<file path="config.mk">
export PLATFORM = sky130hd
export DESIGN_NAME = pipe_ctrl_flat
export DESIGN_NICKNAME = d
export VERILOG_FILES = /design/src/rtl/pipe_ctrl_if.sv /design/src/rtl/pipe_ctrl.sv /design/src/flat_wrapper.sv
export SDC_FILE = /design/constraint.sdc
export NUM_CORES = 1
export LEC_CHECK = 0
export BUFFER_PORTS_ARGS = -buffer_cell sky130_fd_sc_hd__clkbuf_2
export CAP_MARGIN = 20
export CORE_MARGIN = 1.5
export CORE_UTILIZATION = 45
export CTS_CLUSTER_SIZE = 24
export DETAILED_ROUTE_END_ITERATION = 7
export PLACE_DENSITY = 0.8
export SYNTH_ARGS = -nofsm -noshare
export SYNTH_HDL_FRONTEND = slang
export SYNTH_SLANG_ARGS = --single-unit
</file>
<file path="constraint.sdc">
create_clock -name clk -period 2.55 [get_ports clk]
set_input_delay 0.51 -clock clk [delete_from_list [all_inputs] [get_ports clk]]
set_output_delay 0.51 -clock clk [all_outputs]
set_load 0.005 [all_outputs]
</file>
<file path="src/rtl/pipe_ctrl_if.sv">
// rtl/pipe_ctrl_if.sv - request/response bundle between the core stages and pipe_ctrl
interface pipe_ctrl_if;
   logic        stallreq_id;
   logic        mc_start;
   logic        excp_req;
   logic [31:0] excp_vec;
   logic [5:0]  stall;
   logic        flush;
   logic [31:0] new_pc;
   logic        mc_done;
   logic        busy;
   logic [31:0] stall_cycles;

   modport master (
      output stallreq_id, mc_start, excp_req, excp_vec,
      input  stall, flush, new_pc, mc_done, busy, stall_cycles
   );

   modport slave (
      input  stallreq_id, mc_start, excp_req, excp_vec,
      output stall, flush, new_pc, mc_done, busy, stall_cycles
   );
endinterface

</file>
<file path="src/rtl/pipe_ctrl.sv">
// rtl/pipe_ctrl.sv - per-stage stall/flush sequencing for the five-stage core
module pipe_ctrl #(
   parameter int MC_LAT = 4,
   parameter int CNT_W  = 4
) (
   input  logic        clk,
   input  logic        rst,
   pipe_ctrl_if.slave  bus
);
   localparam logic [5:0]       LP_STALL_MC  = 6'b001111;
   localparam logic [5:0]       LP_STALL_LU  = 6'b000111;
   localparam logic [CNT_W-1:0] LP_CNT_INIT  = CNT_W'(MC_LAT - 2);

   typedef enum logic {S_IDLE, S_MC} state_t;

   state_t           r_state;
   logic [CNT_W-1:0] r_cnt;
   logic [31:0]      r_stall_cycles;

   state_t           w_next_state;
   logic [CNT_W-1:0] w_next_cnt;
   logic [5:0]       w_stall;
   logic             w_flush;
   logic [31:0]      w_new_pc;
   logic             w_mc_done;

   // Outputs are forced quiet while reset is held, whatever the inputs do.
   always_comb begin
      w_next_state = r_state;
      w_next_cnt   = r_cnt;
      w_stall      = 6'b0;
      w_flush      = 1'b0;
      w_new_pc     = 32'h0;
      w_mc_done    = 1'b0;
      if (!rst) begin
         w_next_state = S_IDLE;
         w_next_cnt   = '0;
      end else if (bus.excp_req) begin
         w_flush      = 1'b1;
         w_new_pc     = bus.excp_vec;
         w_next_state = S_IDLE;
         w_next_cnt   = '0;
      end else begin
         case (r_state)
            S_IDLE: begin
               if (bus.mc_start) begin
                  w_stall      = LP_STALL_MC;
                  w_next_cnt   = LP_CNT_INIT;
                  w_next_state = S_MC;
               end else if (bus.stallreq_id) begin
                  w_stall = LP_STALL_LU;
               end
            end
            S_MC: begin
               if (r_cnt != '0) begin
                  w_stall    = LP_STALL_MC;
                  w_next_cnt = r_cnt - 1'b1;
               end else begin
                  // Final EX cycle: mc_start still high here belongs to this op.
                  w_mc_done    = 1'b1;
                  w_stall      = bus.stallreq_id ? LP_STALL_LU : 6'b0;
                  w_next_state = S_IDLE;
               end
            end
            default: begin
               w_next_state = S_IDLE;
               w_next_cnt   = '0;
            end
         endcase
      end
   end

   always_ff @(posedge clk or negedge rst) begin
      if (!rst) begin
         r_state        <= S_IDLE;
         r_cnt          <= '0;
         r_stall_cycles <= 32'h0;
      end else begin
         r_state <= w_next_state;
         r_cnt   <= w_next_cnt;
         if ((w_stall != 6'b0) && (r_stall_cycles != 32'hFFFF_FFFF))
            r_stall_cycles <= r_stall_cycles + 32'd1;
      end
   end

   assign bus.stall        = w_stall;
   assign bus.flush        = w_flush;
   assign bus.new_pc       = w_new_pc;
   assign bus.mc_done      = w_mc_done;
   assign bus.busy         = (r_state == S_MC);
   assign bus.stall_cycles = r_stall_cycles;
endmodule
</file>
<file path="src/flat_wrapper.sv">
// flat-port wrapper written by rule: the top's interface ports become plain ports
module pipe_ctrl_flat 
#(
   parameter int MC_LAT = 4,
   parameter int CNT_W  = 4
)
  (clk, rst, bus_stallreq_id, bus_mc_start, bus_excp_req, bus_excp_vec, bus_stall, bus_flush, bus_new_pc, bus_mc_done, bus_busy, bus_stall_cycles);
  pipe_ctrl_if bus_i ();
  input  logic clk;
  input  logic rst;
  input wire logic [$bits(bus_i.stallreq_id)-1:0] bus_stallreq_id;
  input wire logic [$bits(bus_i.mc_start)-1:0] bus_mc_start;
  input wire logic [$bits(bus_i.excp_req)-1:0] bus_excp_req;
  input wire logic [$bits(bus_i.excp_vec)-1:0] bus_excp_vec;
  output wire logic [$bits(bus_i.stall)-1:0] bus_stall;
  output wire logic [$bits(bus_i.flush)-1:0] bus_flush;
  output wire logic [$bits(bus_i.new_pc)-1:0] bus_new_pc;
  output wire logic [$bits(bus_i.mc_done)-1:0] bus_mc_done;
  output wire logic [$bits(bus_i.busy)-1:0] bus_busy;
  output wire logic [$bits(bus_i.stall_cycles)-1:0] bus_stall_cycles;
  assign bus_i.stallreq_id = bus_stallreq_id;
  assign bus_i.mc_start = bus_mc_start;
  assign bus_i.excp_req = bus_excp_req;
  assign bus_i.excp_vec = bus_excp_vec;
  assign bus_stall = bus_i.stall;
  assign bus_flush = bus_i.flush;
  assign bus_new_pc = bus_i.new_pc;
  assign bus_mc_done = bus_i.mc_done;
  assign bus_busy = bus_i.busy;
  assign bus_stall_cycles = bus_i.stall_cycles;
  pipe_ctrl #(.MC_LAT(MC_LAT), .CNT_W(CNT_W)) u_core (.clk(clk), .rst(rst), .bus(bus_i));
endmodule
</file>
==> impl_metrics.csv, run 1 <==
group,metric,value,unit
run,max-cap-violations,0,
floorplanning,die_area,5130,µm²
cells_and_area,final_cell_mix,"clkbuf_2 (107), and3_1 (41), dfrtp_1 (37), xnor2_1 (28), nand3_1 (15)",
synthesis,avgSynthCellArea,9.99,µm²
power,p_per_area,511,nW/µm²
power,finalPower,1.43,mW
drt,drtIter0Drc,115,
clock_network,clock_tree.root_cell,"clkbuf_8",
drt,ant_nets,0,
placement,gp_congestion,0.862,
clock_network,cts_hold_buffers,0,
cells_and_area,final_common_cell,"clkbuf_2",
timing,min_period,2.31,ns
clock_network,clkLatencyLatePin,0.29,ns
floorplanning,pin_count,110,
placement,io_buffers,107,
drt,num_vias,2007,
timing,finalSetupTns,0,ns
timing,slew_headroom,0.579,
timing,setup_viol,0,
synthesis,synthDistinctLibCells,36,
clock_network,cts.sinks,37,
global_routing,grt_pass1_vias,1849,
synthesis,synth-seq-area-share,0.437,
cells_and_area,nFillCells,397,
drt,routed_wl,5640,µm
cells_and_area,syn_to_final_growth,32.0,%
synthesis,synth_warnings,0,
drt,vias_per_cell,5.40,
global_routing,antenna_found_initial,0,
floorplanning,initial_core_util,0.476,
clock_network,clkTransAtPathRegs,0.08,ns
critical_path,crit_family,"flip-flops",
clock_network,cts-resized-gates,0,
placement,hpwl,4280,µm
timing,period_share,0.908,
cells_and_area,final_layout_size_suffix_gt1_frac,0.384,
floorplanning,fp.dieH,71.6,µm
worst_hold_path,hold_path.class,"input port to asynchronous set/reset pin",
critical_path,path_cells,"inv_1 -> ha_1 -> nand4bb_1 -> o21ai_0 -> nor2_1 -> clkbuf_2",
cells_and_area,antenna_cells,0,
floorplanning,fp-row-count,24,
power,internal-power,1.04,mW
critical_path,worstPathMaxFanout,5,
clock_network,cts_tree,"yes",
synthesis,syn_area,2120,µm²
timing,finalClockSkew,0.00904,ns
critical_path,critPathMaxStageDelay,0.42,ns
timing,finalHoldViolations,0,
critical_path,path_class,"flop to primary output",
critical_path,startpoint_type,"flop",
cells_and_area,register_area,926,µm²
power,p_leak,1.54,nW
clock_network,ctsHtreeMaxLevel,2,
critical_path,critPathSlowestCell,"dfrtp_1",
drt,drcViolationCount,0,
cells_and_area,nets,360,
clock_network,clockBufferDepth,2,
timing,rsz0062_at_grt,"false",
synthesis,syn_inst,212,
critical_path,critPathLaunch,"u_core.r_cnt[0]",
outcome,outcome,"complete, no violations",
global_routing,grt.total_usage,0.223,
critical_path,timing.critical_path.buf_inv,2,
synthesis,synth-seq-cells,37,
clock_network,cts_made_buffers,5,
power,p_sw_frac,0.274,
drt,dr.pass1.iters,6,
global_routing,overflow,0,
critical_path,worst_ep_required_time,2.04,ns
power,comb_power_share,0.178,
floorplanning,core_area,4440,µm²
critical_path,endpoint_kind,"primary output",
critical_path,worstReg2RegStart,"u_core.r_cnt[0]",
synthesis,ys.flop_type,"dfrtp_1",
power,seqPwrFrac,0.478,
global_routing,grt_pass1_wl,8790,µm
cells_and_area,multiInputGateArea,1120,µm²
critical_path,worstPathArrival,1.80,ns
power,pwr-share-clk,0.344,
drt,wl_per_cell,15.2,µm
timing,worstMarginPinSlew,0.629,ns
power,switchingPower,0.390,mW
floorplanning,die_x,71.6,µm
power,peakVddDrop,0.000313,V
synthesis,synth-edff-count,0,
clock_network,postCtsSetupRepairBufs,0,
synthesis,ys_async_sr_fraction,1.00,
global_routing,grt_max_degree,52,
critical_path,r2r_setup_slack,0.49,ns
timing,fmax,0.432,GHz
timing,slew_viol_final,0,
flip-flops by register name, summed over array words and instances (netlist names):
register / count
u_core.r_cnt: 4
u_core.bus.busy: 1
u_core.bus.stall_cycles: 32
synthesized netlist by cell type, types with 2 or more instances:
library cell / number / area, µm²
a21oi_1: 3 / 15.0
a22oi_1: 3 / 22.5
a31oi_1: 3 / 18.8
and2_1: 5 / 31.3
and3_1: 41 / 257
and4_1: 3 / 26.3
buf_4: 5 / 37.5
clkbuf_1: 6 / 22.5
dfrtp_1: 37 / 926
ha_1: 3 / 37.5
inv_1: 3 / 11.3
mux2_2: 2 / 22.5
nand2_1: 7 / 26.3
nand2b_1: 2 / 12.5
nand3_1: 15 / 75.1
nand4_1: 13 / 81.3
nor2_1: 10 / 37.5
nor3_1: 3 / 15.0
o21ai_0: 2 / 10.0
xnor2_1: 28 / 245
xor2_1: 3 / 26.3
final timing paths:
path                                                to  cells after the start
setup reg to reg           u_core.bus.stall_cycles[15]                      7
hold reg to reg            u_core.bus.stall_cycles[31]                      1
hold / removal             u_core.bus.stall_cycles[21]                      2
max in group asynchronous  u_core.bus.stall_cycles[19]                      2
min in group clk           u_core.bus.stall_cycles[31]                      1
setup / recovery                          bus_stall[3]                      6
logic make-up after synthesis:
logic type / Yosys count / synth area share
AND/OR/NAND/NOR: 108 / 0.305
flip-flops: 37 / 0.437
XOR/XNOR: 31 / 0.128
AO/OA/AOI/OAI: 16 / 0.0656
buffers and inverters: 14 / 0.0337
adder cells (fa/ha/maj): 3 / 0.0177
multiplexers: 2 / 0.0106
other: 1 / 0.00177
per-layer routing:
layer	vias to the layer above	routed length [µm]	global-route usage	share of wire
met1	964	2550	0.304	0.45
met2	61	2720	0.344	0.48
li1	976	-	-	-
met5	-	0	0	0
met3	6	281	0.0605	0.050
met4	0	91	0.0818	0.016
per-stage QoR:
stage	worst slack, ns	hold WS (ns)	cell area, µm²	util	cells
2_1_floorplan	0.635	0.214	2120	-	213
3_3_place_gp	0.497	0.477	2690	0.606	365
3_5_place_dp	0.458	0.482	2690	0.606	365
4_1_cts	0.256	0.215	2800	0.629	372
5_1_grt	0.141	0.233	2800	0.629	372
6_report	0.236	0.211	2800	0.629	372
power by group through the flow:
| stage | Sequential, mW | Combinational [mW] | Clock (mW) |
|---|---|---|---|
| 2_1_floorplan | 0.688 | 0.119 | 0 |
| 3_3_place_gp | 0.689 | 0.248 | 0 |
| 3_5_place_dp | 0.694 | 0.256 | 0 |
| 4_1_cts | 0.683 | 0.257 | 0.501 |
| 5_1_grt | 0.689 | 0.282 | 0.528 |
| 6_report | 0.682 | 0.254 | 0.492 |
area by class of cell:
cell class | instances | share of cell area
Multi-Input combinational cell | 162 | 0.402
Inverter | 3 | 0.00403
Clock buffer | 5 | 0.0246
Tap cell | 52 | 0.0233
Clock inverter | 2 | 0.0125
Timing Repair Buffer | 111 | 0.202
Sequential cell | 37 | 0.331
worst reg2reg max path, stage by stage (launching register included):
cell and delay (ns):
dfrtp_1 0.42, inv_1 0.09, ha_1 0.21, nand4bb_1 0.21, o2111ai_1 0.15, a31oi_1 0.51, nand4_1 0.20, xnor2_1 0.17
Note: power is estimated with default switching activity, not from simulation.
==> inputs of run 2 (changes only) <==
Settings changed: CORE_UTILIZATION 45 to 39, PLACE_DENSITY 0.8 to 0.71, SETUP_SLACK_MARGIN from default to 0.3.
==> impl_metrics.csv, run 2 (synthesized netlist as in run 1, its figures left out) <==
group,metric,value,unit
placement,io_buffers,107,
global_routing,grt_pass1_wl,8840,µm
power,p_per_area,537,nW/µm²
critical_path,endpoint_kind,"primary output",
clock_network,cts.sinks,37,
drt,drtIter0Drc,100,
timing,rsz0062_at_grt,"false",
clock_network,clkTransAtPathRegs,0.08,ns
floorplanning,fp.dieH,76.7,µm
timing,slew_viol_final,0,
worst_hold_path,hold_path.class,"input port to asynchronous set/reset pin",
drt,dr.pass1.iters,4,
critical_path,path_class,"flop to primary output",
drt,vias_per_cell,5.11,
cells_and_area,final_cell_mix,"clkbuf_2 (107), and3_1 (41), dfrtp_1 (37), xnor2_1 (28), nand3_1 (15)",
critical_path,critPathSlowestCell,"dfrtp_1",
timing,hold_slack,0.188,ns
critical_path,startpoint_type,"flop",
placement,gp_congestion,0.858,
global_routing,overflow,0,
floorplanning,core_area,5170,µm²
cells_and_area,antenna_cells,0,
cells_and_area,nets,363,
power,peakVddDrop,0.000294,V
global_routing,grt_pass1_vias,1833,
power,p_leak,1.57,nW
placement,hpwl,4140,µm
timing,setup_viol,0,
cells_and_area,final_layout_size_suffix_gt1_frac,0.398,
clock_network,clock_tree.root_cell,"clkbuf_8",
drt,ant_nets,0,
clock_network,ctsHtreeMaxLevel,2,
timing,finalSetupTns,0,ns
global_routing,grt.total_usage,0.186,
critical_path,worstPathMaxFanout,5,
critical_path,worstPathArrival,1.61,ns
cells_and_area,post-route-util,0.560,
floorplanning,fp-row-count,26,
outcome,outcome,"complete, no violations",
cells_and_area,syn_to_final_growth,36.7,%
timing,period_share,0.830,
drt,routed_wl,5410,µm
floorplanning,pin_count,110,
critical_path,path_cells,"inv_1 -> ha_1 -> nand4bb_4 -> o211ai_4 -> inv_1 -> clkbuf_2",
timing,slew_headroom,0.635,
drt,drcViolationCount,0,
drt,wl_per_cell,13.7,µm
timing,finalClockSkew,0.0134,ns
global_routing,grt_max_degree,38,
floorplanning,initial_core_util,0.409,
power,finalPower,1.55,mW
run,max-cap-violations,0,
timing,min_period,2.12,ns
critical_path,worst_ep_required_time,2.04,ns
clock_network,cts_made_buffers,5,
global_routing,antenna_found_initial,0,
clock_network,clockBufferDepth,2,
floorplanning,die_x,76.7,µm
drt,num_vias,2012,
clock_network,cts_tree,"yes",
timing,finalHoldViolations,0,
critical_path,cpMostUsedCell,"inv_1",
timing,worstMarginPinSlew,0.548,ns
floorplanning,die_area,5880,µm²
cells_and_area,final_common_cell,"clkbuf_2",
clock_network,clkLatencyLatePin,0.30,ns
timing,fmax,0.472,GHz
cells_and_area,largest_reg_flops,32,
critical_path,critPathMaxStageDelay,0.44,ns
[run 2: cell types whose count changed in the layout (fill, tap and decap cells not counted)]
cell	change
bufinv_16	+1
nand4bb_4	+1
o21ai_0	-1
buf_4	+3
clkinv_2	-1
o21ai_2	+1
inv_6	+1
nand4bb_1	-1
[run 2: worst paths after layout]
| check | slack [ns] | cells past startpoint | to | startpoint |
|---|---|---|---|---|
| max | 0.43 | 6 | bus_stall[2] | u_core.r_cnt[0] |
| min | 0.19 | 2 | u_core.r_cnt[3] | rst |
| max reg2reg | 0.48 | 8 | u_core.bus.stall_cycles[23] | u_core.r_cnt[0] |
| min reg2reg | 0.49 | 1 | u_core.bus.stall_cycles[6] | u_core.bus.stall_cycles[6] |
| max in group asynchronous | 1.64 | 3 | u_core.bus.stall_cycles[17] | rst |
| min in group clk | 0.49 | 1 | u_core.bus.stall_cycles[6] | u_core.bus.stall_cycles[6] |
[run 2: metrics by stage]
step,setup slack [ns],area (µm²),std cells
CTS,0.305,2870,394
floorplan,0.635,2120,213
global placement,0.626,2730,385
finish,0.433,2890,394
detailed placement,0.544,2730,385
global route,0.334,2890,394
[run 2: critical path: cells and delay by family, from the launching register on]
kind                       cells  cell delay, ns
DFF                            1            0.44
and+or+nand+nor                1            0.16
buffers and inverters          3            0.29
adders and majority gates      1            0.21
AOI/OAI and AO/OA              1            0.21
[run 2: layer usage]
metal	GRT usage	up-vias	part of all wire
met5	0	-	0
met4	0.0500	0	0.0092
met1	0.250	974	0.47
met2	0.294	49	0.48
li1	-	984	-
met3	0.0512	5	0.039
[run 2: where the power goes]
part           switching, mW  internal, mW
Sequential            0.0551         0.629
Clock                  0.220         0.394
Combinational          0.127         0.130
Total                  0.402          1.15
[run 2: cell type report]
class	instances	area, µm²
well taps	70	87.6
fillers	494	2280
repair buffers	114	588
clock buffers	5	68.8
multi-input cells	162	1140
clock inverters	3	68.8
flip-flops and latches	37	926
inverters	3	11.3
[run 2: repair_timing]
| item | 4_1_cts | 5_1_grt |
|---|---|---|
| hold endpoints to repair | 0 | 0 |
| pin swaps | 1 | 0 |
| hold buffers | 0 | 0 |
| setup buffers | 1 | 0 |
| endpoints found under the setup margin | 4 | 7 |
| resized for setup | 1 | 2 |
